`config.mk`:
```
export PLATFORM = sky130hd
export DESIGN_NAME = load_store_unit
export DESIGN_NICKNAME = d
export VERILOG_FILES = /design/src/rtl/lsu_pkg.sv /design/src/rtl/lsu_load_align.sv /design/src/rtl/load_store_unit.sv
export SDC_FILE = /design/constraint.sdc
export NUM_CORES = 1
export LEC_CHECK = 0
export CAP_MARGIN = 5
export CORE_MARGIN = 1.5
export CORE_UTILIZATION = 46
export DETAILED_ROUTE_END_ITERATION = 8
export PLACE_DENSITY = 0.86
export SLEW_MARGIN = 20
export SYNTH_ARGS = -nofsm -noshare
export SYNTH_HDL_FRONTEND = slang
export SYNTH_HIERARCHICAL = 1
export SYNTH_SLANG_ARGS = --single-unit
```
`constraint.sdc`:
```
create_clock -name clk -period 2.2 [get_ports clk]
set_input_delay 0.44 -clock clk [delete_from_list [all_inputs] [get_ports clk]]
set_output_delay 0.44 -clock clk [all_outputs]
set_load 0.01 [all_outputs]
```
`src/rtl/lsu_pkg.sv`:
```
// Shared definitions for the load/store unit: funct3 codes, FSM states, byte-mask helpers.
// ISSUE1/WAIT1 exist only when LSU_MISALIGNED_SPLIT_EN is defined.
package lsu_pkg;

    localparam logic [2:0] F3_B  = 3'b000;
    localparam logic [2:0] F3_H  = 3'b001;
    localparam logic [2:0] F3_W  = 3'b010;
    localparam logic [2:0] F3_BU = 3'b100;
    localparam logic [2:0] F3_HU = 3'b101;

    typedef enum logic [2:0] {
        IDLE,
        ISSUE0,
        WAIT0
`ifdef LSU_MISALIGNED_SPLIT_EN
        ,
        ISSUE1,
        WAIT1
`endif
    } lsu_state_t;

    function automatic logic [3:0] size_mask(input logic [2:0] funct3);
        case (funct3)
            F3_B, F3_BU: size_mask = 4'b0001;
            F3_H, F3_HU: size_mask = 4'b0011;
            default:     size_mask = 4'b1111;
        endcase
    endfunction

    // Unsigned loads have no store counterpart.
    function automatic logic f3_legal(input logic [2:0] funct3, input logic we);
        case (funct3)
            F3_B, F3_H, F3_W: f3_legal = 1'b1;
            F3_BU, F3_HU:     f3_legal = !we;
            default:          f3_legal = 1'b0;
        endcase
    endfunction

endpackage

```
`src/rtl/lsu_load_align.sv`:
```
// Load data alignment: shifts the two-word read view down by the byte offset, truncates, extends.
// Latency: combinational.
// Backpressure: none, pure function of its inputs.
module lsu_load_align
    import lsu_pkg::*;
(
    input  logic [2:0]  funct3,
    input  logic [1:0]  off,
    input  logic [63:0] rd64,
    output logic [31:0] data
);

    logic [31:0] shifted;

    always_comb begin
        shifted = 32'(rd64 >> {off, 3'b000});
        case (funct3)
            F3_B:    data = {{24{shifted[7]}}, shifted[7:0]};
            F3_H:    data = {{16{shifted[15]}}, shifted[15:0]};
            F3_BU:   data = {24'b0, shifted[7:0]};
            F3_HU:   data = {16'b0, shifted[15:0]};
            default: data = shifted;
        endcase
    end

endmodule

```
`src/rtl/load_store_unit.sv`:
```
// RV32I load/store unit; misaligned H/W accesses split in two when LSU_MISALIGNED_SPLIT_EN is defined.
// Latency: error T+1, store T+2, load T+3; split store T+3, split load T+5 (T = accept edge).
// Backpressure: req_ready only in IDLE; resp_valid is a one-cycle pulse with no backpressure.
module load_store_unit
    import lsu_pkg::*;
#(
    parameter int ADDR_WIDTH = 32,
    parameter int DATA_WIDTH = 32
) (
    input  logic                  clk,
    input  logic                  rst_n,
    input  logic                  req_valid,
    output logic                  req_ready,
    input  logic                  req_we,
    input  logic [2:0]            req_funct3,
    input  logic [ADDR_WIDTH-1:0] req_addr,
    input  logic [DATA_WIDTH-1:0] req_wdata,
    output logic                  resp_valid,
    output logic [DATA_WIDTH-1:0] resp_rdata,
    output logic                  resp_err,
    output logic [ADDR_WIDTH-1:0] mem_addr,
    output logic [DATA_WIDTH-1:0] mem_wdata,
    output logic                  mem_we,
    output logic [3:0]            mem_be,
    input  logic [DATA_WIDTH-1:0] mem_rdata
);

    lsu_state_t            state;
    logic                  op_we;
    logic [2:0]            op_f3;
    logic [1:0]            op_off;
    logic [1:0]            off;
    logic [ADDR_WIDTH-1:0] a0;
    logic [7:0]            be64;
    logic [DATA_WIDTH-1:0] wd_lo;
    logic                  mis;
    logic                  reject;
    logic [63:0]           rd64;
    logic [DATA_WIDTH-1:0] ld_data;

    assign off       = req_addr[1:0];
    assign a0        = {req_addr[ADDR_WIDTH-1:2], 2'b00};
    assign be64      = {4'b0000, size_mask(req_funct3)} << off;
    assign mis       = |be64[7:4];
    assign req_ready = (state == IDLE);

`ifdef LSU_MISALIGNED_SPLIT_EN
    logic [63:0]           wd64;
    logic [ADDR_WIDTH-1:0] op_a1;
    logic [3:0]            op_be_hi;
    logic [DATA_WIDTH-1:0] op_wd_hi;
    logic [DATA_WIDTH-1:0] rd0_q;
    logic                  op_mis;

    assign wd64   = {32'b0, req_wdata} << {off, 3'b000};
    assign wd_lo  = wd64[31:0];
    assign reject = !f3_legal(req_funct3, req_we);
    assign rd64   = (state == WAIT1) ? {mem_rdata, rd0_q} : {32'b0, mem_rdata};
`else
    assign wd_lo  = req_wdata << {off, 3'b000};
    assign reject = !f3_legal(req_funct3, req_we) || mis;
    assign rd64   = {32'b0, mem_rdata};
`endif

    lsu_load_align u_align (
        .funct3 (op_f3),
        .off    (op_off),
        .rd64   (rd64),
        .data   (ld_data)
    );

    always_ff @(posedge clk or negedge rst_n) begin
        if (!rst_n) begin
            state      <= IDLE;
            op_we      <= 1'b0;
            op_f3      <= '0;
            op_off     <= '0;
            resp_valid <= 1'b0;
            resp_err   <= 1'b0;
            resp_rdata <= '0;
            mem_addr   <= '0;
            mem_wdata  <= '0;
            mem_we     <= 1'b0;
            mem_be     <= '0;
`ifdef LSU_MISALIGNED_SPLIT_EN
            op_a1      <= '0;
            op_be_hi   <= '0;
            op_wd_hi   <= '0;
            rd0_q      <= '0;
            op_mis     <= 1'b0;
`endif
        end else begin
            // Strobes only live for the single ISSUE cycle that sets them.
            resp_valid <= 1'b0;
            resp_err   <= 1'b0;
            mem_we     <= 1'b0;
            mem_be     <= '0;
            case (state)
                IDLE: begin
                    if (req_valid) begin
                        op_we  <= req_we;
                        op_f3  <= req_funct3;
                        op_off <= off;
                        if (reject) begin
                            resp_valid <= 1'b1;
                            resp_err   <= 1'b1;
                            resp_rdata <= '0;
                        end else begin
                            state     <= ISSUE0;
                            mem_addr  <= a0;
                            mem_wdata <= wd_lo;
                            mem_we    <= req_we;
                            mem_be    <= be64[3:0];
`ifdef LSU_MISALIGNED_SPLIT_EN
                            op_a1    <= a0 + ADDR_WIDTH'(4);
                            op_be_hi <= be64[7:4];
                            op_wd_hi <= wd64[63:32];
                            op_mis   <= mis;
`endif
                        end
                    end
                end
                ISSUE0: begin
`ifdef LSU_MISALIGNED_SPLIT_EN
                    if (op_mis && op_we) begin
                        state     <= ISSUE1;
                        mem_addr  <= op_a1;
                        mem_wdata <= op_wd_hi;
                        mem_we    <= 1'b1;
                        mem_be    <= op_be_hi;
                    end else
`endif
                    if (op_we) begin
                        state      <= IDLE;
                        resp_valid <= 1'b1;
                        resp_rdata <= '0;
                    end else begin
                        state <= WAIT0;
                    end
                end
                WAIT0: begin
`ifdef LSU_MISALIGNED_SPLIT_EN
                    if (op_mis) begin
                        state     <= ISSUE1;
                        rd0_q     <= mem_rdata;
                        mem_addr  <= op_a1;
                        mem_wdata <= op_wd_hi;
                        mem_be    <= op_be_hi;
                    end else
`endif
                    begin
                        state      <= IDLE;
                        resp_valid <= 1'b1;
                        resp_rdata <= ld_data;
                    end
                end
`ifdef LSU_MISALIGNED_SPLIT_EN
                ISSUE1: begin
                    if (op_we) begin
                        state      <= IDLE;
                        resp_valid <= 1'b1;
                        resp_rdata <= '0;
                    end else begin
                        state <= WAIT1;
                    end
                end
                WAIT1: begin
                    state      <= IDLE;
                    resp_valid <= 1'b1;
                    resp_rdata <= ld_data;
                end
`endif
                default: state <= IDLE;
            endcase
        end
    end

endmodule

```
==> flow_summary.json, run 1 <==
{
  "synth_common_cells": "dfrtp_1, nand2_1, mux2_2",
  "slowest_stage": "mux4_2",
  "place.gp.congestion": 0.8807,
  "synth_cell_types": 33,
  "rrSetupSlack_ns": 0.13,
  "grt_max_degree": 42,
  "setup_tns_ns": 0,
  "hold_viol": 0,
  "total_power_uw": 6835,
  "fp.dieH_microns": 117.7,
  "cts.sinks": 109,
  "yosys_most_used_dff": "dfrtp_1",
  "ir_drop_mv": 0.4887,
  "tightest_slew_ns": 0.5352,
  "grt_setup_unrepaired": "no",
  "core-area_sq_mm": 0.01272,
  "drive_gt1_frac": 0.2221,
  "wirelength_mm": 17.51,
  "ys_async_sr_fraction": 1.000,
  "slew_violations": 0,
  "yosysMostFrequentCell": "dfrtp_1",
  "dp_slack_ns": -0.2509,
  "grt_pass1_vias": 5244,
  "path_buf_inv": 2,
  "nets": 842,
  "clk_latency_ns": 0.35,
  "required_ns": 2.43,
  "syn-cell-area_sq_mm": 0.006055,
  "reg2reg_to": "resp_rdata[20]",
  "slowest_delay_ns": 0.52,
  "num-fill-cells": 934,
  "grt_first_pass_wirelength_mm": 27.97,
  "fin_cells": 916,
  "fin_crit_sh": 0.9531,
  "crit_arrival_ns": 2.33,
  "grt_overflow": 0,
  "crit_family": "multiplexers",
  "vias_per_cell": 5.389,
  "place_hpwl_mm": 13.56,
  "cts_made_buffers": 9,
  "skew_ns": 0.008763,
  "yosys_warnings": 6,
  "antenna_found_initial": 1,
  "finalCriticalPeriod_ns": 2.097,
  "cts_root_buf": "clkbuf_16",
  "syn_inst": 487,
  "cellPowerDensity_mw_per_mm2": 767.3,
  "htreeDepth": 3,
  "clock.fmax_mhz": 476.9,
  "end_kind": "register",
  "first_pass_iters": 4,
  "cp-start-kind": "input pin",
  "cp_max_fo": 16,
  "seq_area_frac_synth": 0.4505,
  "r2r_cells": 7,
  "port_buffers": 204,
  "synth_top_area_frac": 0.4505,
  "drtAntennaViolNets": 0,
  "grt_util_all_layers": 0.2559,
  "initial_core_util": 0.4759,
  "yosys_register_bits": 109,
  "hold_path_class": "in -> async",
  "drv_cap": 0,
  "die_area_sq_mm": 0.01386,
  "regToRegStartpoint": "op_off[1]",
  "path_clk_slew_ns": 0.07,
  "yosys-top-cells-area": "dfrtp_1, mux4_2, mux2_2",
  "fp.dieW_microns": 117.7,
  "wl_per_cell_microns": 19.12,
  "cts_resized": 0,
  "relSlewSlack": 0.6419,
  "areaGrowthSynthToFinish_pct": 47.14,
  "rows": 41,
  "critPathKind": "in -> reg",
  "cts_buffer_depth": 2,
  "status": "completed",
  "cts_setup_buffers": 0,
  "setup_ws_ns": 0.1031,
  "path_cells": "clkdlybuf4s50_1, mux4_2, mux2i_4, buf_12, o21ai_0, mux2_2, a22o_1",
  "avgSynthCellArea_sq_um": 12.43,
  "pin_count": 207,
  "yosysTopAreaCell": "dfrtp_1",
  "vias": 4936,
  "setup_violations": 0,
  "cts_tree": "yes",
  "leakagePower_uw": 0.003880,
  "placed_cells": 900,
  "synth-edff-count": 0,
  "drcViolationCount": 0,
  "drt_iter0_drc": 321,
  "cts_hold_buf": 0
}
==> routing by layer <==
layer / vias up / part of all wire / GRT usage
met2: 175 / 0.53 / 0.4536
met3: 44 / 0.045 / 0.03876
met4: 0 / 0.034 / 0.1204
met1: 2449 / 0.39 / 0.3053
met5: - / 0 / 0
li1: 2268 / - / -
==> registers in the layout, indices dropped and copies added, names as in the netlist, 2 cells and up <==
signal,cells
op_f3,3
mem_wdata,32
op_off,2
mem_be,4
resp_rdata,32
mem_addr,30
state,2
==> cell families (layout without fill, tap and decap cells) <==
kind of cell	count (synthesis)	after routing	synth area share
AO/OA/AOI/OAI	115	115	0.1256
buffers and inverters	50	256	0.04443
flip-flops	109	109	0.4505
multiplexers	127	127	0.3172
other	1	52	0.0006194
AND/OR/NAND/NOR	85	85	0.06159
==> per-stage QoR <==
stage / hold WS (ns) / utilization / area [sq um]
floorplan: 0.1444 / - / 6242
global placement: 0.4246 / 0.6775 / 8620
detailed placement: 0.4364 / 0.6775 / 8620
CTS: 0.05381 / 0.7000 / 8906
global route: 0.08600 / 0.7000 / 8906
finish: 0.05652 / 0.7002 / 8909
==> placed cells by master (no fill, tap or decap), types with 4 or more instances in the layout <==
| cell | instances |
|---|---|
| nand2_1 | 57 |
| clkdlybuf4s50_1 | 202 |
| a21oi_1 | 19 |
| a211oi_1 | 10 |
| mux2_4 | 28 |
| nor2b_1 | 9 |
| conb_1 | 51 |
| mux2_2 | 48 |
| clkbuf_16 | 9 |
| buf_12 | 8 |
| o21ai_0 | 33 |
| o21ai_1 | 9 |
| a22o_1 | 32 |
| o31ai_1 | 8 |
| nor2_1 | 10 |
| buf_4 | 27 |
| dfrtp_1 | 108 |
| nor3_1 | 4 |
| mux4_2 | 31 |
| mux2i_1 | 16 |
==> final cells by class <==
| type | instances | area [sq um] | share of cell area |
|---|---|---|---|
| tap | 172 | 215.2 | 0.02416 |
| clock inverter | 2 | 16.27 | 0.001826 |
| multi-input combinational | 378 | 3274 | 0.3676 |
| antenna | 1 | 2.502 | 0.0002809 |
| sequential | 109 | 2729 | 0.3063 |
| inverter | 3 | 11.26 | 0.001264 |
| clock buffer | 13 | 270.3 | 0.03034 |
| timing repair buffer | 238 | 2390 | 0.2683 |
==> worst max-delay path by stage <==
stage	startpoint	to	slack [ns]	cells after the start
finish	mem_rdata[31]	resp_rdata[20]	0.10	7
global route	op_off[1]	resp_rdata[20]	0.01	7
CTS	mem_rdata[31]	resp_rdata[20]	0.12	7
detailed placement	mem_rdata[31]	resp_rdata[28]	-0.25	7
global placement	mem_rdata[31]	resp_rdata[22]	-0.16	7
floorplan	op_off[1]	resp_rdata[18]	0.26	7
==> worst reg2reg max path: stages, from the launching register on <==
cell and delay [ns]:
dfrtp_1 0.44, buf_4 0.26, mux4_2 0.35, mux2i_4 0.18
buf_12 0.16, o21ai_0 0.09, mux2_2 0.29, a22o_1 0.19
==> power by group <==
| group | leakage, uW | switching (uW) | internal (uW) | total [uW] |
|---|---|---|---|---|
| Sequential | 0.00140 | 255 | 2370 | 2620 |
| Clock | 0.000138 | 710 | 860 | 1570 |
| Combinational | 0.00235 | 1050 | 1600 | 2640 |
| Total | 0.00388 | 2010 | 4820 | 6840 |
(Power assumes the default switching activity.)
==> run 2, diff against run 1 <==
--- a/config.mk
+++ b/config.mk
@@ -5,11 +5,12 @@
 export SDC_FILE = /design/constraint.sdc
 export NUM_CORES = 1
 export LEC_CHECK = 0
+export ABC_CLOCK_PERIOD_IN_PS = 2200
 export CAP_MARGIN = 5
 export CORE_MARGIN = 1.5
-export CORE_UTILIZATION = 46
+export CORE_UTILIZATION = 31
 export DETAILED_ROUTE_END_ITERATION = 8
-export PLACE_DENSITY = 0.86
+export PLACE_DENSITY = 0.66
 export SLEW_MARGIN = 20
 export SYNTH_ARGS = -nofsm -noshare
 export SYNTH_HDL_FRONTEND = slang
==> run 2 against run 1 <==
  * Global-route usage fell by 8.4 points
  * Register-to-register slack worse by 0.04 ns
  * Combinational power barely moved
==> flow_summary.json, run 2 (same netlist as run 1, synthesis figures left out) <==
{
  "cts_root_buf": "clkbuf_16",
  "rrSetupSlack_ns": 0.09,
  "seq_power_share": 0.378,
  "layout_commonest_cell": "clkdlybuf4s50_1",
  "cts_buffer_depth": 2,
  "fp.dieH_microns": 142.8,
  "grt_first_pass_wirelength_mm": 26.92,
  "first_pass_iters": 4,
  "reg2reg_to": "resp_rdata[24]",
  "cp-start-kind": "register",
  "layout_common_cells": "clkdlybuf4s50_1, dfrtp_1, nand2_1, conb_1, mux2_2",
  "cts.sinks": 109,
  "hold_viol": 0,
  "wirelength_mm": 17.12,
  "core-area_sq_mm": 0.01896,
  "place.gp.congestion": 0.8309,
  "areaGrowthSynthToFinish_pct": 49.18,
  "leakagePower_uw": 0.003890,
  "initial_core_util": 0.3194,
  "pwr-share-clk": 0.240,
  "cts_tree": "yes",
  "grt_util_all_layers": 0.1717,
  "switching_share": 0.2950,
  "htreeDepth": 3,
  "setup_tns_ns": 0,
  "finish.instance_area_sq_mm": 0.009032,
  "diodes": 0,
  "drv_cap": 0,
  "r2r_cells": 6,
  "place_hpwl_mm": 12.59,
  "path_cells": "mux4_2, mux2i_4, buf_4, o21ai_0, mux2_2, a22o_1",
  "p_int_uw": 4857,
  "grt_setup_unrepaired": "no",
  "port_buffers": 204,
  "drive_gt1_frac": 0.2242,
  "status": "completed",
  "placed_area_sq_mm": 0.008745,
  "grt_max_degree": 40,
  "grt_pass1_vias": 4906,
  "crit_family": "multiplexers",
  "path_buf_inv": 1,
  "fp.dieW_microns": 142.8,
  "path_clk_slew_ns": 0.07,
  "die_area_sq_mm": 0.02038,
  "nets": 844,
  "cp_max_fo": 5,
  "regToRegStartpoint": "op_off[1]",
  "relSlewSlack": 0.5505,
  "finalCriticalPeriod_ns": 2.109,
  "critPathKind": "reg -> reg",
  "required_ns": 2.44,
  "p_comb_frac": 0.383,
  "drtAntennaViolNets": 0,
  "wl_per_cell_microns": 17.03,
  "pin_count": 207,
  "slowest_delay_ns": 0.57,
  "hold_path_class": "in -> async",
  "slowest_stage": "mux4_2",
  "skew_ns": 0.007209,
  "utilization": 0.4765,
  "cellPowerDensity_mw_per_mm2": 762.6,
  "total_power_uw": 6888,
  "drt_iter0_drc": 203,
  "grt_overflow": 0,
  "cts_hold_buf": 0,
  "clock.fmax_mhz": 474.1,
  "largestRegisters": "mem_wdata x32, resp_rdata x32, mem_addr x30",
  "holdWs_ns": 0.03088,
  "p_switching_uw": 2032,
  "vias": 4770,
  "crit_arrival_ns": 2.35,
  "vias_per_cell": 4.746,
  "fin_crit_sh": 0.9589,
  "rows": 50,
  "slew_violations": 0,
  "clk_latency_ns": 0.36,
  "tightest_slew_ns": 0.6718,
  "startpoint": "op_off[1]",
  "drcViolationCount": 0,
  "antenna_found_initial": 0,
  "setup_violations": 0,
  "ir_drop_mv": 0.3713,
  "cts_made_buffers": 9,
  "end_kind": "register"
}
-- run 2: changes by cell type in the layout (fill, tap and decap cells not counted) --
cell,delta
clkbuf_8,-3
diode_2,-1
clkinv_2,+1
dlygate4sd2_1,+1
clkdlybuf4s50_1,-1
inv_6,+1
buf_4,+2
bufinv_16,+1
-- run 2: worst reg2reg max path, cell delays in order, from the launching register on --
cell	delay, ns
dfrtp_1	0.49
mux4_2	0.58
mux2i_4	0.26
buf_4	0.17
o21ai_0	0.07
mux2_2	0.27
a22o_1	0.17
-- run 2: worst max path at each step --
stage	to	slack, ns	cells past startpoint
4_1_cts	resp_rdata[24]	0.07	6
3_3_place_gp	resp_rdata[20]	-0.31	7
5_1_grt	resp_rdata[28]	0.001	6
3_5_place_dp	resp_rdata[24]	-0.39	7
6_report	resp_rdata[24]	0.09	6
2_1_floorplan	resp_rdata[18]	0.26	7
-- run 2: what timing repair did --
action	in CTS	in global routing
setup endpoints to repair	3	0
resized for setup	1	0
buffers inserted	0	0
-- run 2: layout make-up --
class | count | area, sq um
fill | 1721 | 9923
multi-input combinational | 378 | 3274
sequential | 109 | 2729
timing repair buffer | 240 | 2404
tap | 260 | 325.3
clock buffer | 10 | 229.0
clock inverter | 5 | 60.06
inverter | 3 | 11.26
-- run 2: power by group through the flow --
stage | Combinational (uW) | Sequential [uW] | Clock [uW]
4_1_cts | 2670 | 2610 | 1710
3_5_place_dp | 2660 | 2630 | 0
6_report | 2640 | 2600 | 1650
3_3_place_gp | 2630 | 2630 | 0
5_1_grt | 2840 | 2650 | 1790
2_1_floorplan | 1210 | 2760 | 0
-- run 2: through the flow --
step                      cells  setup slack [ns]
final                      1005           0.09053
after CTS                  1005           0.06938
after global routing       1005          0.001474
after floorplan             537            0.2619
after detailed placement    990           -0.3882
after global placement      990           -0.3079
-- run 2: routing by layer --
metal | routed length (microns) | GRT usage | share of wire | up-vias
li1 | - | - | - | 2267
met1 | 7679 | 0.2263 | 0.45 | 2364
met2 | 8215 | 0.2803 | 0.48 | 117
met3 | 882 | 0.03454 | 0.052 | 22
met4 | 340 | 0.06186 | 0.020 | 0
met5 | 0 | 0 | 0 | -
==> run 3, diff against run 2 <==
--- a/config.mk
+++ b/config.mk
@@ -8,10 +8,10 @@
 export ABC_CLOCK_PERIOD_IN_PS = 2200
 export CAP_MARGIN = 5
 export CORE_MARGIN = 1.5
-export CORE_UTILIZATION = 31
+export CORE_UTILIZATION = 46
 export DETAILED_ROUTE_END_ITERATION = 8
-export PLACE_DENSITY = 0.66
-export SLEW_MARGIN = 20
+export PLACE_DENSITY = 0.89
+export SKIP_LAST_GASP = 1
 export SYNTH_ARGS = -nofsm -noshare
 export SYNTH_HDL_FRONTEND = slang
 export SYNTH_HIERARCHICAL = 1
==> run 3 against run 2 <==
  * Register-to-register slack improved by 0.09 ns
  * Via count rose by 4.6%
  * Die area fell by 32%
  * Hold slack improved by 0.039 ns
  * Critical path type is now in -> reg
  * First-iteration DRC count rose by 27%
  * Clock-buffer cell count rose by 2
  * Core utilization rose by 22 points
  * Final cell count fell by 9.2%
  * Maximum frequency barely moved
  * Clock power fell by 10%
  * Largest cell class unchanged
  * Sequential share of layout area rose by 0.67 points
==> flow_summary.json, run 3 (same netlist as run 1, synthesis figures left out) <==
{
  "first_pass_iters": 5,
  "holdWs_ns": 0.06993,
  "drv_cap": 0,
  "initial_core_util": 0.4759,
  "grt_util_all_layers": 0.2621,
  "pin_count": 207,
  "crit_family": "multiplexers",
  "cts_root_buf": "clkbuf_16",
  "slowest_stage": "mux4_2",
  "htreeDepth": 3,
  "layout_commonest_cell": "clkdlybuf4s50_1",
  "critPathKind": "in -> reg",
  "cts_tree": "yes",
  "placed_cells": 898,
  "cts_hold_buf": 0,
  "fin_crit_sh": 0.9581,
  "setup_tns_ns": 0,
  "cellPowerDensity_mw_per_mm2": 764.1,
  "cts_buffer_depth": 2,
  "grt_setup_unrepaired": "no",
  "leakagePower_uw": 0.003845,
  "areaGrowthSynthToFinish_pct": 45.96,
  "status": "completed",
  "vias": 4989,
  "place_hpwl_mm": 13.50,
  "hold_path_class": "in -> async",
  "crit_arrival_ns": 2.35,
  "clock.fmax_mhz": 474.4,
  "clk_latency_ns": 0.35,
  "diodes": 0,
  "seq_area_sq_mm": 0.002729,
  "required_ns": 2.44,
  "end_kind": "register",
  "largestRegisters": "mem_wdata x32, resp_rdata x32, mem_addr x30",
  "cp_max_fo": 16,
  "tightest_slew_ns": 0.7107,
  "cts_setup_buffers": 0,
  "grt_first_pass_wirelength_mm": 28.43,
  "drive_gt1_frac": 0.2173,
  "antenna_found_initial": 0,
  "cts_made_buffers": 9,
  "grt_overflow": 0,
  "grt_max_degree": 50,
  "wl_per_cell_microns": 19.75,
  "multi_input_area_sq_mm": 0.003274,
  "hold_viol": 0,
  "path_clk_slew_ns": 0.07,
  "die_area_sq_mm": 0.01386,
  "layout_common_cells": "clkdlybuf4s50_1, dfrtp_1, nand2_1, conb_1, mux2_2",
  "num-fill-cells": 923,
  "vias_per_cell": 5.464,
  "path_cells": "clkdlybuf4s50_1, mux4_2, mux2i_4, buf_12, o21ai_0, mux2_2, a22o_1",
  "skew_ns": 0.007201,
  "placed_area_sq_mm": 0.008579,
  "finish.instance_area_sq_mm": 0.008837,
  "rrSetupSlack_ns": 0.18,
  "cts_resized": 0,
  "core-area_sq_mm": 0.01272,
  "rows": 41,
  "nets": 840,
  "drcViolationCount": 0,
  "cp-start-kind": "input pin",
  "finalCriticalPeriod_ns": 2.108,
  "path_buf_inv": 2,
  "fp.dieH_microns": 117.7,
  "setup_violations": 0,
  "slowest_delay_ns": 0.53,
  "utilization": 0.6946,
  "place.gp.congestion": 0.8386,
  "port_buffers": 204,
  "drtAntennaViolNets": 0,
  "fin_cells": 913,
  "relSlewSlack": 0.5244,
  "slew_violations": 0,
  "grt_pass1_vias": 5131,
  "fp.dieW_microns": 117.7,
  "cts.sinks": 109,
  "ir_drop_mv": 0.4769,
  "drt_iter0_drc": 258,
  "wirelength_mm": 18.03
}
-- run 3: per-layer routing --
metal | wire length (microns) | up-vias | global-route usage
met1 | 7178 | 2503 | 0.3331
li1 | - | 2261 | -
met5 | 0 | - | 0
met3 | 840 | 39 | 0.03440
met2 | 9426 | 186 | 0.4536
met4 | 588 | 0 | 0.1067
-- run 3: final timing paths --
kind	from	end	cells after the start
max	mem_rdata[15]	resp_rdata[16]	7
min	rst_n	mem_addr[18]	1
max reg2reg	op_off[1]	resp_rdata[16]	6
min reg2reg	mem_wdata[4]	mem_wdata[4]	2
max in group asynchronous	rst_n	mem_wdata[31]	2
min in group clk	req_addr[0]	mem_be[0]	2
-- run 3: area by class of cell --
| cell class | count | share of cell area |
|---|---|---|
| timing repair buffer | 236 | 0.2659 |
| sequential | 109 | 0.3088 |
| clock buffer | 12 | 0.02676 |
| multi-input combinational | 378 | 0.3705 |
| inverter | 3 | 0.001274 |
| clock inverter | 3 | 0.002407 |
| tap | 172 | 0.02435 |
-- run 3: through the flow --
stage,power (uW),worst slack [ns]
global route,7050,0.05295
global placement,5179,-0.1610
detailed placement,5285,-0.2510
floorplan,3969,0.2619
CTS,6800,0.1278
finish,6753,0.09221
-- run 3: report_power, final --
group / switching (uW) / internal [uW]
clock: 715 / 766
sequential: 251 / 2370
combinational: 1070 / 1590
total: 2030 / 4720
